### config.mk
export PLATFORM = sky130hd
export DESIGN_NAME = mm_mult
export DESIGN_NICKNAME = d
export VERILOG_FILES = /design/src/rtl/mm_mult.sv
export SDC_FILE = /design/constraint.sdc
export NUM_CORES = 1
export LEC_CHECK = 0
export CAP_MARGIN = 20
export CORE_MARGIN = 5
export CORE_UTILIZATION = 59
export DETAILED_ROUTE_END_ITERATION = 6
export PLACE_DENSITY = 0.82
export RECOVER_POWER = 25
export SYNTH_ARGS = -nofsm -noshare
export SYNTH_HDL_FRONTEND = slang
export SYNTH_SLANG_ARGS = --single-unit
### constraint.sdc
create_clock -name clk -period 11.3 [get_ports clk]
set_input_delay 2.26 -clock clk [delete_from_list [all_inputs] [get_ports clk]]
set_output_delay 2.26 -clock clk [all_outputs]
set_load 0.02 [all_outputs]
### src/rtl/mm_mult.sv
// Iterative Montgomery multiplier: result = a*b*R^-1 mod n with R = 2^W.
// One WxW multiplier is time-shared across the MAB, MMP and MMN steps.
module mm_mult #(
    parameter int unsigned W = 16
) (
    input  logic         clk,
    input  logic         rst_n,
    input  logic         ce,
    input  logic         start,
    input  logic [W-1:0] a,
    input  logic [W-1:0] b,
    input  logic [W-1:0] n,
    input  logic [W-1:0] p,
    output logic         busy,
    output logic         done,
    output logic [W-1:0] result
);

    typedef enum logic [2:0] {
        S_IDLE,
        S_MAB,
        S_MMP,
        S_MMN,
        S_RED
    } state_t;

    state_t state_q, state_d;

    logic [W-1:0]   a_q, a_d;
    logic [W-1:0]   b_q, b_d;
    logic [W-1:0]   n_q, n_d;
    logic [W-1:0]   p_q, p_d;
    logic [W-1:0]   m_q, m_d;
    logic [W-1:0]   result_q, result_d;
    logic [2*W-1:0] t_q, t_d;
    logic [2*W:0]   u_q, u_d;
    logic           busy_q, busy_d;
    logic           done_q, done_d;

    logic [W-1:0]   mul_x, mul_y;
    logic [2*W-1:0] mul_p;
    logic [W:0]     red_t;
    logic [W:0]     red_n;
    logic [W:0]     red_diff;

    // Low half of U is zero for a correct p and the subtract's top bit is
    // dropped by the W-bit result; neither feeds any logic.
    logic           unused_bits;
    assign unused_bits = ^{u_q[W-1:0], red_diff[W]};

    always_comb begin
        mul_x = '0;
        mul_y = '0;
        unique case (state_q)
            S_MAB: begin
                mul_x = a_q;
                mul_y = b_q;
            end
            S_MMP: begin
                mul_x = t_q[W-1:0];
                mul_y = p_q;
            end
            S_MMN: begin
                mul_x = m_q;
                mul_y = n_q;
            end
            default: begin
                mul_x = '0;
                mul_y = '0;
            end
        endcase
    end

    assign mul_p    = {{W{1'b0}}, mul_x} * {{W{1'b0}}, mul_y};
    assign red_t    = u_q[2*W:W];
    assign red_n    = {1'b0, n_q};
    assign red_diff = red_t - red_n;

    always_comb begin
        state_d  = state_q;
        a_d      = a_q;
        b_d      = b_q;
        n_d      = n_q;
        p_d      = p_q;
        m_d      = m_q;
        t_d      = t_q;
        u_d      = u_q;
        result_d = result_q;
        busy_d   = busy_q;
        done_d   = 1'b0;

        unique case (state_q)
            S_IDLE: begin
                if (start) begin
                    a_d     = a;
                    b_d     = b;
                    n_d     = n;
                    p_d     = p;
                    busy_d  = 1'b1;
                    state_d = S_MAB;
                end
            end
            S_MAB: begin
                t_d     = mul_p;
                state_d = S_MMP;
            end
            S_MMP: begin
                m_d     = mul_p[W-1:0];
                state_d = S_MMN;
            end
            S_MMN: begin
                u_d     = {1'b0, t_q} + {1'b0, mul_p};
                state_d = S_RED;
            end
            S_RED: begin
                result_d = (red_t >= red_n) ? red_diff[W-1:0] : red_t[W-1:0];
                done_d   = 1'b1;
                busy_d   = 1'b0;
                state_d  = S_IDLE;
            end
            default: begin
                state_d = S_IDLE;
            end
        endcase
    end

    always_ff @(posedge clk or negedge rst_n) begin
        if (!rst_n) begin
            state_q  <= S_IDLE;
            a_q      <= '0;
            b_q      <= '0;
            n_q      <= '0;
            p_q      <= '0;
            m_q      <= '0;
            t_q      <= '0;
            u_q      <= '0;
            result_q <= '0;
            busy_q   <= 1'b0;
            done_q   <= 1'b0;
        end else if (ce) begin
            state_q  <= state_d;
            a_q      <= a_d;
            b_q      <= b_d;
            n_q      <= n_d;
            p_q      <= p_d;
            m_q      <= m_d;
            t_q      <= t_d;
            u_q      <= u_d;
            result_q <= result_d;
            busy_q   <= busy_d;
            done_q   <= done_d;
        end
    end

    assign busy   = busy_q;
    assign done   = done_q;
    assign result = result_q;

endmodule

## Word level (Yosys, flattened, before mapping)

Cells that the tools add are included.

- Input port bits: 68
- Bits in registers: 166

- $lt $le $gt $ge: 1
- Reduce and logical (&&, ||, !) cells: 9
- $add $sub $neg: 2
- Muxes and demuxes: 8
- Multiply operators: 1
- Equal/unequal tests: 5

Operators with widths:

| kind | count |
|---|---|
| case mux 16 bit (3 select lines) | 2 |
| adder 32 x 32 -> 33 bit | 1 |
| multiplier 16 x 16 -> 32 bit | 1 |
| greater-or-equal comparator 17 x 16 -> 1 bit | 1 |
| two-way mux 16 bit | 1 |
| subtractor 16 bit | 1 |
| case mux 3 bit (4 select lines) | 1 |
| AND reduction 2 bit | 5 |
| equality test 3 x 2 -> 1 bit (second input constant) | 2 |
| AND reduction 3 bit | 2 |
| equality test 3 x 1 -> 1 bit (second input constant) | 1 |
| equality test 3 bit (second input constant) | 1 |
| logical NOT 3 bit | 1 |
| two-way mux 3 bit | 1 |
| two-way mux 1 bit | 2 |
| inequality test 2 bit (second input constant) | 1 |
| case mux 1 bit (2 select lines) | 1 |
| nonzero test 2 bit | 1 |

## Depth between registers and ports, before layout

Gate-level depths: netlist (run 1).

- Word-level depth: 4
- Depth in mapped cells: 39
- Depth with buffers taken out: 36

## Worst setup path before layout (run 1)

No wires, ideal clock.

- Path type: reg2reg
- From: register state_q[0]
- To: register u_q[28]
- Arrival: 8.551 ns
- Stages on the path, launching flop included: 35
- Period minus slack after synthesis: 8.683 ns
- Setup slack: 2.617 ns
- Cell sequence: dfrtp_1 buf_4 nor2b_1 buf_2 buf_1 nand2_1 a21oi_1 nand2_1 fa_1 fa_1 fa_1 fa_1 inv_1 fa_1 inv_1 fa_1 inv_1 ha_1 and3_1 nand2_1 a21oi_2 o31ai_4 a21oi_1 o41ai_1 xnor2_1 ha_1 inv_1 nor3_1 a221oi_1 a21boi_1 nor3_2 o21bai_2 a311o_1 xnor2_1 o21ai_1

- Word-level cells in the longest chain between the ends: 4
- Elaborated cells on any way between the ends: 8
- Classes of those cells: 1 x add/sub; 1 x mul; 3 x eq/ne; 2 x mux; 1 x reduce/logical

RTL lines:

| item | RTL line | source |
|---|---|---|
| start, declared | 27 | `state_t state_q, state_d;` |
| start signal, assigned | 141 | `state_q <= state_d;` |
| equality test 3 x 2 -> 1 bit / equality test 3 x 1 -> 1 bit (equally long branches) | 54 | `unique case (state_q)` |
| case mux 16 bit (3 select lines) | 54 |  |
| multiplier 16 x 16 -> 32 bit * | 74 | `assign mul_p = {{W{1'b0}}, mul_x} * {{W{1'b0}}, mul_y};` |
| named net mul_p[19] | 41 | `logic [2*W-1:0] mul_p;` |
| adder 32 x 32 -> 33 bit * | 112 | `u_d = {1'b0, t_q} + {1'b0, mul_p};` |
| end signal, assigned | 148 | `u_q <= u_d;` |
| end, declared | 36 | `logic [2*W:0] u_q, u_d;` |

Mark *: on every way through the listed nets, which the timed path passes. The rest lies on a longest branch.
A chain may end at the register's enable or synchronous reset.

## Final worst setup path (run 1)

- From: register state_q[0]
- To: register u_q[31]

The elaborated chain is that of the path after synthesis.

==> results of run 1 <==
==> registers in the layout, summed over array words and instances, names as in the netlist <==
register  count
a_q          16
t_q          32
m_q          16
state_q       3
busy          1
result       16
u_q          17
n_q          16
p_q          16
done          1
b_q          16
==> cell type report <==
cell class,instances,area (um^2)
Multi-Input combinational cell,1338,11800
Fill cell,2198,9210
Sequential cell,150,3750
Inverter,286,1070
Timing Repair Buffer,106,1010
Clock buffer,22,484
Tap cell,378,473
Clock inverter,10,143
==> layer usage <==
metal | part of all wire [%] | wire length (um) | GRT usage [%]
met5 | 0 | 0 | 0
met1 | 39 | 19200 | 40.9
met4 | 5.4 | 2710 | 15.9
met3 | 7.9 | 3940 | 6.31
met2 | 48 | 24000 | 53.6
==> kinds of logic (layout without fill, tap and decap cells) <==
logic type                 Yosys count  after routing  share of synthesized area (%)
and+or+nand+nor                    527            527                           13.0
adders and majority gates          347            347                           34.5
buffers and inverters              342            424                           7.68
AOI/OAI and AO/OA                  273            273                           10.6
DFF                                150            150                           22.3
muxes                              135            135                           8.93
xor gates and xnor gates            56             56                           2.92
==> metrics by stage <==
step	instance area [um^2]	cells	util (%)
after global placement	18100	2256	64.7
final	18700	2290	67.0
after CTS	18700	2289	67.0
after detailed placement	18100	2257	64.8
after global routing	18700	2290	67.0
after floorplan	16800	1830	-
==> placed cells by master, fill, tap and decap left out, types with 34 or more instances in the layout <==
cell type,n
sky130_fd_sc_hd__a21o_1,44
sky130_fd_sc_hd__clkdlybuf4s50_1,84
sky130_fd_sc_hd__xnor2_1,34
sky130_fd_sc_hd__nor2_1,138
sky130_fd_sc_hd__a21oi_1,73
sky130_fd_sc_hd__o21ai_0,63
sky130_fd_sc_hd__mux2_2,120
sky130_fd_sc_hd__ha_1,152
sky130_fd_sc_hd__dfrtp_1,149
sky130_fd_sc_hd__inv_1,284
sky130_fd_sc_hd__fa_1,195
sky130_fd_sc_hd__nand2_1,296
==> path summary, 6_finish.rpt <==
kind / startpoint / to / cells past startpoint
min in group asynchronous: rst_n / b_q[0] / 1
hold / removal: m_q[15] / m_q[15] / 2
hold reg to reg: m_q[15] / m_q[15] / 2
max in group asynchronous: rst_n / b_q[1] / 1
setup / recovery: state_q[0] / u_q[31] / 32
setup reg to reg: state_q[0] / u_q[31] / 32
==> critical path, delay by kind of cell, from the launching register on <==
kind                     cells  cell delay (ps)
AO/OA/AOI/OAI               14             3340
XOR/XNOR                     2              430
adder cells (fa/ha/maj)      8             3860
buffers and inverters        4              660
flip-flops                   1              660
multiplexers                 1              410
AND/OR/NAND/NOR              3              740
==> impl_metrics.xml, run 1 <==
<?xml version="1.0" encoding="UTF-8"?>
<metrics>
  <group name="drt">
    <metric name="detail_route.drc_violations" unit="">0</metric>
    <metric name="vias_per_cell" unit="">6.02</metric>
    <metric name="drt_wl_total" unit="um">49800</metric>
    <metric name="num_vias" unit="">13800</metric>
    <metric name="iter_0_drt_violations" unit="">1329</metric>
    <metric name="detailedRoute.firstPassIterationCount" unit="">6</metric>
    <metric name="drt.antenna.violating_nets" unit="">0</metric>
    <metric name="routedWlPerCell" unit="um">21.8</metric>
  </group>
  <group name="synthesis">
    <metric name="number_of_unique_standard_cell_types_used_by_synthesis" unit="">73</metric>
    <metric name="post-synth-top-area-cell" unit="">sky130_fd_sc_hd__fa_1</metric>
    <metric name="synth.yosys.seq_area_share" unit="%">22.3</metric>
    <metric name="ys_ff_latch" unit="">150</metric>
    <metric name="leading_register_cell_type_out_of_synthesis" unit="">sky130_fd_sc_hd__dfrtp_1</metric>
    <metric name="async_flop_share" unit="%">100</metric>
    <metric name="syn-num-nets" unit="">2245</metric>
    <metric name="avgSynthCellArea" unit="um^2">9.19</metric>
    <metric name="post-synth-top-count-cell" unit="">sky130_fd_sc_hd__nand2_1</metric>
    <metric name="synth_top_cells_by_count" unit="">296 x sky130_fd_sc_hd__nand2_1, 284 x sky130_fd_sc_hd__inv_1, 195 x sky130_fd_sc_hd__fa_1</metric>
    <metric name="syn_area" unit="mm^2">0.0168</metric>
    <metric name="post_synth_inst_count" unit="">1830</metric>
    <metric name="yosys-top-cells-area" unit="">sky130_fd_sc_hd__fa_1 23%, sky130_fd_sc_hd__dfrtp_1 22%, sky130_fd_sc_hd__ha_1 11%</metric>
    <metric name="post_synth_edffs" unit="">0</metric>
    <metric name="ys.warnings.count" unit="">0</metric>
    <metric name="synthDominantCellAreaShare" unit="%">23.2</metric>
  </group>
  <group name="sta">
    <metric name="max_clock_freq" unit="MHz">97.6</metric>
    <metric name="finalHoldWorstSlack" unit="ps">481</metric>
    <metric name="slew-limit-headroom" unit="%">-252</metric>
    <metric name="setup_viol" unit="">0</metric>
    <metric name="min_period_over_period" unit="%">90.7</metric>
    <metric name="final-hold-violation-count" unit="">0</metric>
    <metric name="finalWorstSetupSlack" unit="ps">1050</metric>
    <metric name="setup_repair_after_global_routing_missed_its_margin" unit="">false</metric>
    <metric name="timing.final.max_slew_violations" unit="">95</metric>
    <metric name="fin_skew" unit="ps">9.63</metric>
    <metric name="tns" unit="ps">0</metric>
    <metric name="fin_crit" unit="ps">10250</metric>
    <metric name="worstMarginPinSlew" unit="ps">5280</metric>
  </group>
  <group name="global_routing">
    <metric name="overflow" unit="">0</metric>
    <metric name="antenna_violations_before_repair" unit="">0</metric>
    <metric name="grt_pass1_wl" unit="um">79200</metric>
    <metric name="grt_use_total" unit="%">32.4</metric>
    <metric name="maximum_number_of_pins_on_one_net_before_global_route_repair" unit="">95</metric>
    <metric name="grt_pass1_vias" unit="">14500</metric>
  </group>
  <group name="final_layout">
    <metric name="areaGrowthSynthToFinish" unit="%">11.3</metric>
    <metric name="layout-drive-gt1-share" unit="%">10.3</metric>
    <metric name="fin_nets" unit="">2314</metric>
    <metric name="antenna_diode_instance_count" unit="">0</metric>
  </group>
  <group name="cts">
    <metric name="postCtsSetupBuffers" unit="">0</metric>
    <metric name="clk-insertion-delay-late" unit="ps">440</metric>
    <metric name="holdBufCountCts" unit="">0</metric>
    <metric name="cts.root.buffer_cell" unit="">sky130_fd_sc_hd__clkbuf_16</metric>
    <metric name="clock_tree_from_tritoncts" unit="">built</metric>
    <metric name="ctsLongestPathBuffers" unit="">2</metric>
    <metric name="cts_inserted_buffers" unit="">17</metric>
    <metric name="htree_levels" unit="">4</metric>
    <metric name="clk_pin_slew" unit="ps">60</metric>
    <metric name="cts.sinks" unit="">150</metric>
    <metric name="post_cts_resized" unit="">0</metric>
  </group>
  <group name="floorplanning">
    <metric name="floorplan.die.height" unit="um">179</metric>
    <metric name="num_rows" unit="">61</metric>
    <metric name="top_level_ports" unit="">86</metric>
    <metric name="design.die.area" unit="mm^2">0.0320</metric>
    <metric name="initial_core_util" unit="%">60.2</metric>
    <metric name="fp.coreArea" unit="mm^2">0.0279</metric>
    <metric name="fp.dieW" unit="um">179</metric>
  </group>
  <group name="place">
    <metric name="detailedPlace.worstSlack" unit="ps">1360</metric>
    <metric name="dpl.hpwl" unit="um">38800</metric>
    <metric name="finalWeightedCongestion" unit="">0.967</metric>
    <metric name="port_buffers" unit="">85</metric>
  </group>
  <group name="worst_setup_path">
    <metric name="maximum_fanout_encountered_on_the_critical_timing_path" unit="">27</metric>
    <metric name="slowest_delay" unit="ps">660</metric>
    <metric name="worstPathRequired" unit="ps">11610</metric>
    <metric name="crit_path_top_delay_cell" unit="">sky130_fd_sc_hd__dfrtp_1</metric>
    <metric name="r2r_setup_slack" unit="ps">1050</metric>
    <metric name="cp-end-kind" unit="">register</metric>
    <metric name="timing.setup.critical_path_class" unit="">register to register</metric>
    <metric name="arrival" unit="ps">10560</metric>
    <metric name="cp-start-kind" unit="">register</metric>
  </group>
  <group name="min_path">
    <metric name="min_path_type" unit="">register to register</metric>
  </group>
  <group name="run_status">
    <metric name="violations" unit="">capacitance limit, slew limit</metric>
    <metric name="outcome" unit="">complete, but fails checks</metric>
  </group>
  <group name="run">
    <metric name="timing.max_cap.violations" unit="">1</metric>
  </group>
</metrics>
Power of run 1 is left out: the tool's default activity adds up to more than one toggle a clock period on the data nets, which glitch-free logic cannot reach.
==> run 2, diff against run 1 <==
--- a/config.mk
+++ b/config.mk
@@ -11,6 +11,7 @@
 export DETAILED_ROUTE_END_ITERATION = 6
 export PLACE_DENSITY = 0.82
 export RECOVER_POWER = 25
+export SETUP_SLACK_MARGIN = 0.05
 export SYNTH_ARGS = -nofsm -noshare
 export SYNTH_HDL_FRONTEND = slang
 export SYNTH_SLANG_ARGS = --single-unit
==> results of run 2 <==
Final layout, timing and power as in run 1 (identical DEF).
Power of run 2 is left out for the same reason.
